**src/rtl/fc_w_fetch_if.sv**
```systemverilog
// Weight-fetch bus bundle: DMA read descriptor channel, DMA read data
// stream, and the write side of the downstream weight FIFO.
// The fetcher drives the master side; the environment drives the slave side.
interface fc_w_fetch_if #(
    parameter int DATA_W = 512
);
    localparam int B = DATA_W / 8;

    logic [31:0]       dma_rd_desc_addr;
    logic [31:0]       dma_rd_desc_len;
    logic              dma_rd_desc_valid;
    logic              dma_rd_desc_ready;

    logic [DATA_W-1:0] dma_rd_read_data_tdata;
    logic              dma_rd_read_data_tvalid;
    logic              dma_rd_read_data_tlast;
    logic              dma_rd_read_data_tready;

    logic              w_fifo_wr_en;
    logic [B*9-1:0]    w_fifo_din;
    logic              w_fifo_prog_full;

    modport master (
        output dma_rd_desc_addr, dma_rd_desc_len, dma_rd_desc_valid,
        input  dma_rd_desc_ready,
        input  dma_rd_read_data_tdata, dma_rd_read_data_tvalid, dma_rd_read_data_tlast,
        output dma_rd_read_data_tready,
        output w_fifo_wr_en, w_fifo_din,
        input  w_fifo_prog_full
    );

    modport slave (
        input  dma_rd_desc_addr, dma_rd_desc_len, dma_rd_desc_valid,
        output dma_rd_desc_ready,
        output dma_rd_read_data_tdata, dma_rd_read_data_tvalid, dma_rd_read_data_tlast,
        input  dma_rd_read_data_tready,
        input  w_fifo_wr_en, w_fifo_din,
        output w_fifo_prog_full
    );
endinterface

```
**src/rtl/fc_w_fetch.sv**
```systemverilog
// FC weight fetcher: splits a weight region into chunk-bounded DMA read
// descriptors, converts each returned beat to zero-point-corrected 9-bit
// signed lanes and writes them to the weight FIFO one cycle later.
module fc_w_fetch #(
    parameter int DATA_W      = 512,
    parameter int CHUNK_BYTES = 4096,
    parameter int MAX_OUT     = 2
) (
    input  logic         clk,
    input  logic         rstn,
    input  logic         start_pulse,
    input  logic [31:0]  w_addr,
    input  logic [31:0]  w_n_bytes,
    input  logic [7:0]   wz,
    output logic         done_pulse,
    output logic         busy,
    output logic         err_tlast,
    fc_w_fetch_if.master dma
);
    localparam int B  = DATA_W / 8;
    localparam int BW = $clog2(B);
    localparam int CW = $clog2(CHUNK_BYTES);
    localparam int OW = $clog2(MAX_OUT + 1);

    typedef enum logic [1:0] {IDLE, RUN, DONE} state_t;
    state_t state, state_nxt;

    logic [31:0]    desc_addr, desc_rem, chunk_room, desc_len;
    logic [31:0]    data_addr, data_addr_nxt, beat_cnt, beat_total;
    logic [OW-1:0]  outstanding;
    logic [7:0]     wz_r;
    logic [B*9-1:0] lanes;
    logic           start_ok, desc_fire, beat, tlast_fire, beat_last_exp;

    assign start_ok   = start_pulse && (state == IDLE);
    assign busy       = (state != IDLE);
    assign done_pulse = (state == DONE);

    // Descriptor never crosses a chunk boundary: clip to the room left in it.
    assign chunk_room = 32'(CHUNK_BYTES) - 32'(desc_addr[CW-1:0]);
    assign desc_len   = (desc_rem < chunk_room) ? desc_rem : chunk_room;

    assign dma.dma_rd_desc_addr  = desc_addr;
    assign dma.dma_rd_desc_len   = desc_len;
    assign dma.dma_rd_desc_valid = (state == RUN) && (desc_rem != 32'd0) &&
                                   (outstanding < OW'(MAX_OUT));
    assign desc_fire = dma.dma_rd_desc_valid && dma.dma_rd_desc_ready;

    assign dma.dma_rd_read_data_tready = (state == RUN) && !dma.w_fifo_prog_full;
    assign beat       = dma.dma_rd_read_data_tvalid && dma.dma_rd_read_data_tready;
    assign tlast_fire = beat && dma.dma_rd_read_data_tlast && (outstanding != '0);

    // Data side re-derives the descriptor boundaries from its own address, so
    // the expected tlast position needs no per-descriptor bookkeeping.
    assign data_addr_nxt = data_addr + 32'(B);
    assign beat_last_exp = (data_addr_nxt[CW-1:0] == '0) || (beat_cnt + 32'd1 == beat_total);

    for (genvar i = 0; i < B; i++) begin : g_lane
        assign lanes[9*i +: 9] = {1'b0, dma.dma_rd_read_data_tdata[8*i +: 8]} - {1'b0, wz_r};
    end

    // State register.
    always_ff @(posedge clk or negedge rstn) begin
        if (!rstn) state <= IDLE;
        else       state <= state_nxt;
    end

    // Next-state: RUN ends once every expected beat has been received.
    always_comb begin
        state_nxt = state;
        unique case (state)
            IDLE:    if (start_pulse) state_nxt = (w_n_bytes == 32'd0) ? DONE : RUN;
            RUN:     if (beat_cnt == beat_total) state_nxt = DONE;
            DONE:    state_nxt = IDLE;
            default: state_nxt = IDLE;
        endcase
    end

    // Transfer bookkeeping: descriptor walk, beat count, outstanding, tlast check.
    always_ff @(posedge clk or negedge rstn) begin
        if (!rstn) begin
            desc_addr   <= '0;
            desc_rem    <= '0;
            data_addr   <= '0;
            beat_cnt    <= '0;
            beat_total  <= '0;
            outstanding <= '0;
            wz_r        <= '0;
            err_tlast   <= 1'b0;
        end else if (start_ok) begin
            desc_addr   <= w_addr;
            desc_rem    <= w_n_bytes;
            data_addr   <= w_addr;
            beat_cnt    <= '0;
            beat_total  <= w_n_bytes >> BW;
            outstanding <= '0;
            wz_r        <= wz;
            err_tlast   <= 1'b0;
        end else begin
            if (desc_fire) begin
                desc_addr <= desc_addr + desc_len;
                desc_rem  <= desc_rem - desc_len;
            end
            if (beat) begin
                beat_cnt  <= beat_cnt + 32'd1;
                data_addr <= data_addr_nxt;
                if (dma.dma_rd_read_data_tlast != beat_last_exp) err_tlast <= 1'b1;
            end
            unique case ({desc_fire, tlast_fire})
                2'b10:   outstanding <= outstanding + 1'b1;
                2'b01:   outstanding <= outstanding - 1'b1;
                default: outstanding <= outstanding;
            endcase
        end
    end

    // FIFO write stage: fixed one-cycle latency from beat to write strobe.
    always_ff @(posedge clk or negedge rstn) begin
        if (!rstn) begin
            dma.w_fifo_wr_en <= 1'b0;
            dma.w_fifo_din   <= '0;
        end else begin
            dma.w_fifo_wr_en <= beat;
            if (beat) dma.w_fifo_din <= lanes;
        end
    end
endmodule

```
**src/flat_wrapper.sv**
```systemverilog
// flat-port wrapper written by rule: the top's interface ports become plain ports
module fc_w_fetch_flat 
#(
    parameter int DATA_W      = 512,
    parameter int CHUNK_BYTES = 4096,
    parameter int MAX_OUT     = 2
)
  (clk, rstn, start_pulse, w_addr, w_n_bytes, wz, done_pulse, busy, err_tlast, dma_dma_rd_desc_addr, dma_dma_rd_desc_len, dma_dma_rd_desc_valid, dma_dma_rd_desc_ready, dma_dma_rd_read_data_tdata, dma_dma_rd_read_data_tvalid, dma_dma_rd_read_data_tlast, dma_dma_rd_read_data_tready, dma_w_fifo_wr_en, dma_w_fifo_din, dma_w_fifo_prog_full);
  fc_w_fetch_if #(.DATA_W(DATA_W)) dma_i ();
  input  logic clk;
  input  logic rstn;
  input  logic start_pulse;
  input  logic [31:0] w_addr;
  input  logic [31:0] w_n_bytes;
  input  logic [7:0] wz;
  output logic done_pulse;
  output logic busy;
  output logic err_tlast;
  output wire logic [$bits(dma_i.dma_rd_desc_addr)-1:0] dma_dma_rd_desc_addr;
  output wire logic [$bits(dma_i.dma_rd_desc_len)-1:0] dma_dma_rd_desc_len;
  output wire logic [$bits(dma_i.dma_rd_desc_valid)-1:0] dma_dma_rd_desc_valid;
  input wire logic [$bits(dma_i.dma_rd_desc_ready)-1:0] dma_dma_rd_desc_ready;
  input wire logic [$bits(dma_i.dma_rd_read_data_tdata)-1:0] dma_dma_rd_read_data_tdata;
  input wire logic [$bits(dma_i.dma_rd_read_data_tvalid)-1:0] dma_dma_rd_read_data_tvalid;
  input wire logic [$bits(dma_i.dma_rd_read_data_tlast)-1:0] dma_dma_rd_read_data_tlast;
  output wire logic [$bits(dma_i.dma_rd_read_data_tready)-1:0] dma_dma_rd_read_data_tready;
  output wire logic [$bits(dma_i.w_fifo_wr_en)-1:0] dma_w_fifo_wr_en;
  output wire logic [$bits(dma_i.w_fifo_din)-1:0] dma_w_fifo_din;
  input wire logic [$bits(dma_i.w_fifo_prog_full)-1:0] dma_w_fifo_prog_full;
  assign dma_dma_rd_desc_addr = dma_i.dma_rd_desc_addr;
  assign dma_dma_rd_desc_len = dma_i.dma_rd_desc_len;
  assign dma_dma_rd_desc_valid = dma_i.dma_rd_desc_valid;
  assign dma_i.dma_rd_desc_ready = dma_dma_rd_desc_ready;
  assign dma_i.dma_rd_read_data_tdata = dma_dma_rd_read_data_tdata;
  assign dma_i.dma_rd_read_data_tvalid = dma_dma_rd_read_data_tvalid;
  assign dma_i.dma_rd_read_data_tlast = dma_dma_rd_read_data_tlast;
  assign dma_dma_rd_read_data_tready = dma_i.dma_rd_read_data_tready;
  assign dma_w_fifo_wr_en = dma_i.w_fifo_wr_en;
  assign dma_w_fifo_din = dma_i.w_fifo_din;
  assign dma_i.w_fifo_prog_full = dma_w_fifo_prog_full;
  fc_w_fetch #(.DATA_W(DATA_W), .CHUNK_BYTES(CHUNK_BYTES), .MAX_OUT(MAX_OUT)) u_core (.clk(clk), .rstn(rstn), .start_pulse(start_pulse), .w_addr(w_addr), .w_n_bytes(w_n_bytes), .wz(wz), .done_pulse(done_pulse), .busy(busy), .err_tlast(err_tlast), .dma(dma_i));
endmodule
```
**config.mk**
```make
export PLATFORM = sky130hd
export DESIGN_NAME = fc_w_fetch_flat
export DESIGN_NICKNAME = d
export VERILOG_FILES = /design/src/rtl/fc_w_fetch_if.sv /design/src/rtl/fc_w_fetch.sv /design/src/flat_wrapper.sv
export SDC_FILE = /design/constraint.sdc
export NUM_CORES = 2
export LEC_CHECK = 0
export ABC_AREA = 1
export BUFFER_PORTS_ARGS = -buffer_cell sky130_fd_sc_hd__buf_4
export CORE_AREA = 4 4 474 476
export DETAILED_ROUTE_END_ITERATION = 10
export DIE_AREA = 0 0 478 480
export MAX_ROUTING_LAYER = met4
export PLACE_DENSITY = 0.41
export SLEW_MARGIN = 15
export SYNTH_ARGS = -nofsm -noshare
export SYNTH_HDL_FRONTEND = slang
export SYNTH_SLANG_ARGS = --single-unit
```
**constraint.sdc**
```tcl
create_clock -name clk -period 17.2 [get_ports clk]
set_input_delay 1.72 -clock clk [delete_from_list [all_inputs] [get_ports clk]]
set_output_delay 1.72 -clock clk [all_outputs]
set_load 0.02 [all_outputs]
```
**Word level (Yosys, flattened, before mapping)**

Cells that the tools add are included.

- Flip-flop bits (word level): 744
- Output and inout bits: 646

- $add $sub $neg: 71
- Order comparisons: 2
- Equal/unequal tests: 9
- Multiplexer cells: 18
- Reduce and logical (&&, ||, !) cells: 22

Operator list:

| cell | number |
|---|---|
| 8-bit by 8-bit subtractor with 9-bit output | 64 |
| 32-bit 2-to-1 mux | 9 |
| 32-bit by 26-bit == test with 1-bit output | 2 |
| 32-bit by 1-bit adder with 32-bit output (second input constant) | 1 |
| 32-bit adder | 1 |
| 32-bit by 7-bit adder with 32-bit output (second input constant) | 1 |
| 32-bit logical NOT | 1 |
| 32-bit < comparator | 1 |
| 32-bit nonzero test | 1 |
| 32-bit subtractor | 1 |
| 13-bit by 12-bit subtractor with 14-bit output (first input constant) | 1 |
| 12-bit logical NOT | 1 |
| 2-bit nonzero test | 5 |
| 1-bit logical AND | 8 |
| 2-bit 2-to-1 mux | 4 |
| 2-bit one-hot mux with 2 select lines | 2 |
| 2-bit by 1-bit == test with 1-bit output (second input constant) | 2 |
| 2-bit == test (second input constant) | 2 |
| 2-bit inequality test (second input constant) | 2 |
| 2-bit AND reduction | 2 |
| 1-bit 2-to-1 mux | 3 |
| 3-bit nonzero test | 1 |
| 2-bit by 1-bit adder with 2-bit output (second input constant) | 1 |
| 2-bit logical NOT | 1 |
| other kinds (5) | 5 |

**Longest topological paths before layout**

- Depth after elaboration: 8
- Mapped depth: 34
- Mapped depth without buffers: 33

**Least setup slack after synthesis**

Ideal clock, no wire load.

- Kind: register to register
- Start point: register u_core.wz_r[1]
- End point: register u_core.dma.w_fifo_din[574]
- Setup time: 0.128 ns
- Arrival time: 6.365 ns
- Data required time: 17.072 ns
- Path slack: 10.707 ns
- Stages on the path, launching flop included: 14
- Period minus slack after synthesis: 6.493 ns
- Cells stage by stage: dfrtp_1 -> inv_1 -> ha_1 -> nand3b_1 -> and2_1 -> or2_2 -> nand2_1 -> a21oi_1 -> nor2_1 -> nor2_1 -> nor2_1 -> o21ai_0 -> nand2_1 -> o21ai_0

- Cells in the longest elaborated chain, start to end: 1

Ends and longest elaborated chain:

| item | line | RTL |
|---|---|---|
| from (decl) | fc_w_fetch.sv:31 | `logic [7:0] wz_r;` |
| from (signal assigned) | fc_w_fetch.sv:97 | `wz_r <= wz;` |
| 8-bit by 8-bit subtractor with 9-bit output | fc_w_fetch.sv:59 | `assign lanes[9*i +: 9] = {1'b0, dma.dma_rd_read_data_tdata[8*i +: 8]} - {1'b0, wz_r};` |
| to (signal assigned) | fc_w_fetch.sv:124 | `if (beat) dma.w_fifo_din <= lanes;` |
| to (decl) | fc_w_fetch_if.sv:28 | `output w_fifo_wr_en, w_fifo_din,` |

Every way passes these cells.
A chain may end at the register's enable or synchronous reset.

**Worst setup path after layout**

- Start point: register u_core.desc_addr[1] (netlist: u_core.dma.dma_rd_desc_addr[1])
- End point: output dma_dma_rd_desc_len[9]

- Cells in the longest elaborated chain, start to end: 3

Ends and longest elaborated chain:

| item | line | RTL |
|---|---|---|
| from (decl) | fc_w_fetch.sv:28 | `logic [31:0] desc_addr, desc_rem, chunk_room, desc_len;` |
| from (signal assigned) | fc_w_fetch.sv:91 | `desc_addr <= w_addr;` |
| from (signal assigned) | fc_w_fetch.sv:101 | `desc_addr <= desc_addr + desc_len;` |
| 13-bit by 12-bit subtractor with 14-bit output * | fc_w_fetch.sv:40 | `assign chunk_room = 32'(CHUNK_BYTES) - 32'(desc_addr[CW-1:0]);` |
| 32-bit < comparator | fc_w_fetch.sv:41 | `assign desc_len = (desc_rem < chunk_room) ? desc_rem : chunk_room;` |
| 32-bit 2-to-1 mux * | fc_w_fetch.sv:41 |  |
| to (decl) | flat_wrapper.sv:20 | `output wire logic [$bits(dma_i.dma_rd_desc_len)-1:0] dma_dma_rd_desc_len;` |

Every way passes the cells marked *; elsewhere a longest branch is shown, timed or not.

==> Flow_metrics.wiki <==
{| class="wikitable"
! Metric !! Value
|-
| Maximum clock rate || 150 MHz
|-
| Global-route wire length before repair || 362000 µm
|-
| Port Buffer Count || 1217
|-
| Cell at the root of the clock tree || sky130_fd_sc_hd__clkbuf_16
|-
| Worst Setup Start Kind || flip-flop
|-
| Detailed-placement wirelength estimate || 205000 µm
|-
| Initial cell density of the core || 22.2%
|-
| Global placer's final weighted congestion || 0.910
|-
| Number of I/O pins || 1237
|-
| Number of antenna violations at the first check in global routing || 97
|-
| Max-slew violation count || 0
|-
| Final Hold Fails || 0
|-
| Worst path arrival time || 4.94 ns
|-
| Hold Path Class || reg -> reg
|-
| Routed Antenna Nets || 0
|-
| Unrepaired setup endpoints after global routing || false
|-
| Area of the die || 0.229 mm²
|-
| Max rail drop VDD || 0.0818 mV
|-
| CP Data Required Time || 15.48 ns
|-
| Number of vias after detailed routing || 47268
|-
| Number of global-route vias before repair || 46910
|-
| Post-route DRC || 0
|-
| Ys flop type || sky130_fd_sc_hd__dfrtp_1
|-
| Synth area leader || sky130_fd_sc_hd__dfrtp_1
|-
| Routed WL || 260000 µm
|-
| Worst setup path class || reg -> out
|-
| Buffer levels on the longest clock path || 3
|-
| Pin count of the biggest net entering global routing || 208
|-
| Worst-case setup margin in the final layout || 10.55 ns
|-
| Part of the Yosys area used for sequential elements || 36.9%
|-
| Total number of placement rows || 173
|-
| Floorplan die height || 480 µm
|-
| Worst clock skew on the final layout || 0.0303 ns
|-
| Wire length per cell || 24.4 µm
|-
| Number of register bits inferred by synthesis || 724
|-
| Count of flip-flops with a built-in enable after synthesis || 0
|-
| TritonCTS sink count || 724
|-
| Num CTS Buffers || 102
|-
| CTS tree || yes
|-
| Synthesized area per cell || 7.77 µm²
|-
| Number of hold buffers added after CTS || 0
|-
| Post CTS Setup Buffer Count || 0
|-
| Final period demand of the worst path || 6.65 ns
|-
| Largest driver fanout on the critical path || 16
|-
| Post-synth design cell area || 0.0492 mm²
|-
| Gate Count Post-Synth || 6323
|-
| Post-layout nets || 8770
|-
| Yosys warnings || 0
|-
| Number of different library cells in the post-synthesis netlist || 51
|-
| Actual transition at the worst max-transition pin || 1.11 ns
|-
| Result of the run || completed
|-
| Endpoint kind of the worst setup timing path || output port
|-
| Detailed-router iteration count before antenna repair || 6
|-
| Number of vias per cell || 4.43
|-
| Clock transition at the registers of the reported paths || 0.06 ns
|-
| Reported max-cap violation count || 0
|-
| Post-CTS Resized || 0
|-
| Share of the synthesized area in the top cell type || 36.9%
|-
| Max-slew headroom || 25.4%
|-
| Maximum level of the CTS H-tree || 3
|-
| Ys async rst share || 100%
|-
| Total core area || 0.221 mm²
|-
| DR iter-0 viols || 2715
|-
| Final critical-path share of the clock period || 38.7%
|-
| Skew-Pair Late Insertion Delay || 0.75 ns
|-
| GR Util All Layers || 22.6%
|-
| Area growth from synthesis to final layout || 33.4%
|-
| Biggest area contributors in the synthesized netlist || sky130_fd_sc_hd__dfrtp_1 37%, sky130_fd_sc_hd__ha_1 15%, sky130_fd_sc_hd__nand2_1 11%
|-
| Total leakage power || 35.0 nW
|-
| Final number of setup-violating endpoints || 0
|-
| Fin Setup TNS || 0 ns
|-
| Fraction of final layout cells with drive strength greater than 1 || 19.5%
|-
| Pre-CTS setup slack || 11.09 ns
|-
| Total congestion overflow after global routing || 0
|-
| DIE WIDTH || 478 µm
|-
| Power per Cell Area || 172 mW/mm²
|}
## through the flow
stage	cell area [µm²]	instances	total power, mW	hold WS [ns]	util, %
finish	65600	10669	11.3	0.478	29.7
global route	65500	10661	12.2	0.500	29.7
CTS	65400	10598	11.4	0.483	29.6
detailed placement	61800	10411	9.00	0.467	28.0
global placement	61800	10411	9.00	0.466	28.0
floorplan	49300	6359	6.24	0.449	-
## path summary, 6_finish.rpt
| path | start | endpoint | slack, ns | cells past startpoint |
|---|---|---|---|---|
| max | u_core.dma.dma_rd_desc_addr[1] | dma_dma_rd_desc_len[9] | 10.55 | 17 |
| min | u_core.dma.w_fifo_din[237] | u_core.dma.w_fifo_din[237] | 0.48 | 2 |
| max reg2reg | u_core.dma.dma_rd_desc_addr[1] | u_core.desc_rem[30] | 11.14 | 28 |
| min reg2reg | u_core.dma.w_fifo_din[237] | u_core.dma.w_fifo_din[237] | 0.48 | 2 |
| max in group asynchronous | rstn | u_core.dma.w_fifo_din[104] | 13.32 | 4 |
| min in group asynchronous | rstn | u_core.dma.w_fifo_din[350] | 0.94 | 1 |
## placed cells by master (no fill, tap or decap), types with 37 or more instances in the layout
| master | n |
|---|---|
| sky130_fd_sc_hd__o31ai_1 | 66 |
| sky130_fd_sc_hd__a22o_1 | 132 |
| sky130_fd_sc_hd__conb_1 | 37 |
| sky130_fd_sc_hd__o21ai_0 | 732 |
| sky130_fd_sc_hd__xor2_1 | 99 |
| sky130_fd_sc_hd__buf_4 | 1255 |
| sky130_fd_sc_hd__diode_2 | 71 |
| sky130_fd_sc_hd__dfrtp_1 | 722 |
| sky130_fd_sc_hd__a21oi_1 | 394 |
| sky130_fd_sc_hd__clkbuf_16 | 103 |
| sky130_fd_sc_hd__inv_1 | 871 |
| sky130_fd_sc_hd__nand3_1 | 108 |
| sky130_fd_sc_hd__fa_1 | 66 |
| sky130_fd_sc_hd__nor2_1 | 653 |
| sky130_fd_sc_hd__ha_1 | 573 |
| sky130_fd_sc_hd__nand2_1 | 1438 |
## power breakdown
group / internal (mW) / switching (mW) / leakage (nW) / total [mW]
clock: 1.39 / 0.943 / 1.77 / 2.33
sequential: 2.35 / 0.576 / 8.80 / 2.92
combinational: 2.17 / 3.85 / 24.5 / 6.03
## metal layers
metal	vias up	wire [µm]	track usage [%]
met5	-	0	-
met4	0	6140	5.71
met3	231	20500	7.05
met2	1348	122000	36.7
met1	22348	111000	27.4
li1	23341	-	-
## registers in the layout (all words and copies together) (netlist names)
signal                       flops
u_core.data_addr                12
u_core.beat_cnt                 32
u_core.dma.w_fifo_din          576
u_core.dma.w_fifo_wr_en          1
u_core.desc_rem                 32
u_core.beat_total               26
u_core.wz_r                      8
u_core.dma.dma_rd_desc_addr     32
u_core.outstanding               2
u_core.state                     2
u_core.err_tlast                 1
## synthesized netlist by cell type, types with 3 or more instances
library cell               instances
sky130_fd_sc_hd__nand2_2           7
sky130_fd_sc_hd__or2_2            11
sky130_fd_sc_hd__o221ai_1         11
sky130_fd_sc_hd__a221oi_1          3
sky130_fd_sc_hd__o21ai_1          10
sky130_fd_sc_hd__nand3_1         108
sky130_fd_sc_hd__o22ai_1          33
sky130_fd_sc_hd__inv_1           880
sky130_fd_sc_hd__nor3_2            6
sky130_fd_sc_hd__nand2_1        1439
sky130_fd_sc_hd__clkbuf_1        125
sky130_fd_sc_hd__nor2_1          653
sky130_fd_sc_hd__buf_1             6
sky130_fd_sc_hd__o31ai_1          66
sky130_fd_sc_hd__o211ai_1         28
sky130_fd_sc_hd__nor3_1           23
sky130_fd_sc_hd__xnor2_1          23
sky130_fd_sc_hd__a22o_1          132
sky130_fd_sc_hd__xor2_1           99
sky130_fd_sc_hd__nor2_4            5
sky130_fd_sc_hd__a21boi_0          3
sky130_fd_sc_hd__dfrtp_1         724
sky130_fd_sc_hd__a21o_1            4
sky130_fd_sc_hd__buf_4            21
sky130_fd_sc_hd__o21bai_1          8
sky130_fd_sc_hd__o21ai_0         732
sky130_fd_sc_hd__ha_1            573
sky130_fd_sc_hd__buf_2            31
sky130_fd_sc_hd__a21oi_1         394
sky130_fd_sc_hd__nand4_1          29
sky130_fd_sc_hd__nor4_1           21
sky130_fd_sc_hd__inv_2             6
sky130_fd_sc_hd__nor2_2            7
sky130_fd_sc_hd__o21a_1            5
sky130_fd_sc_hd__fa_1             66
sky130_fd_sc_hd__nand3b_1          5
sky130_fd_sc_hd__a31oi_1          12
## cell families (layout without fill, tap and decap cells)
| group | count (synthesis) | after routing | synth area share [%] |
|---|---|---|---|
| XOR/XNOR | 123 | 123 | 2.22 |
| flip-flops | 724 | 724 | 36.9 |
| AND/OR/NAND/NOR | 2318 | 2318 | 18.6 |
| buffers and inverters | 1071 | 2335 | 8.42 |
| other | 1 | 108 | 0.00763 |
| AO/OA/AOI/OAI | 1447 | 1447 | 16.6 |
| adder cells (fa/ha/maj) | 639 | 639 | 17.3 |
## cell type report
| type | instances | area [µm²] |
|---|---|---|
| Timing Repair Buffer | 1261 | 9540 |
| Clock inverter | 47 | 708 |
| Inverter | 887 | 3350 |
| Multi-Input combinational cell | 4564 | 27000 |
| Clock buffer | 140 | 2890 |
| Tap cell | 2975 | 3720 |
| Sequential cell | 724 | 18100 |
| Fill cell | 23856 | 155000 |
| Antenna cell | 71 | 178 |
## critical path: stages (launching register included)
cell and delay (ns):
sky130_fd_sc_hd__dfrtp_1 0.47, sky130_fd_sc_hd__inv_1 0.09, sky130_fd_sc_hd__ha_1 0.18, sky130_fd_sc_hd__nand3_1 0.14, sky130_fd_sc_hd__or4_1 0.49, sky130_fd_sc_hd__nor2_1 0.19, sky130_fd_sc_hd__nand3_1 0.13, sky130_fd_sc_hd__nor2_1 0.14
sky130_fd_sc_hd__nand2_1 0.10, sky130_fd_sc_hd__ha_1 0.28, sky130_fd_sc_hd__nand3_1 0.09, sky130_fd_sc_hd__nor2_1 0.11, sky130_fd_sc_hd__o21ai_0 0.08, sky130_fd_sc_hd__nand2_1 0.42, sky130_fd_sc_hd__inv_1 0.29, sky130_fd_sc_hd__or2_2 0.33
sky130_fd_sc_hd__o21ai_0 0.37, sky130_fd_sc_hd__buf_4 0.29
(Power assumes the default switching activity.)
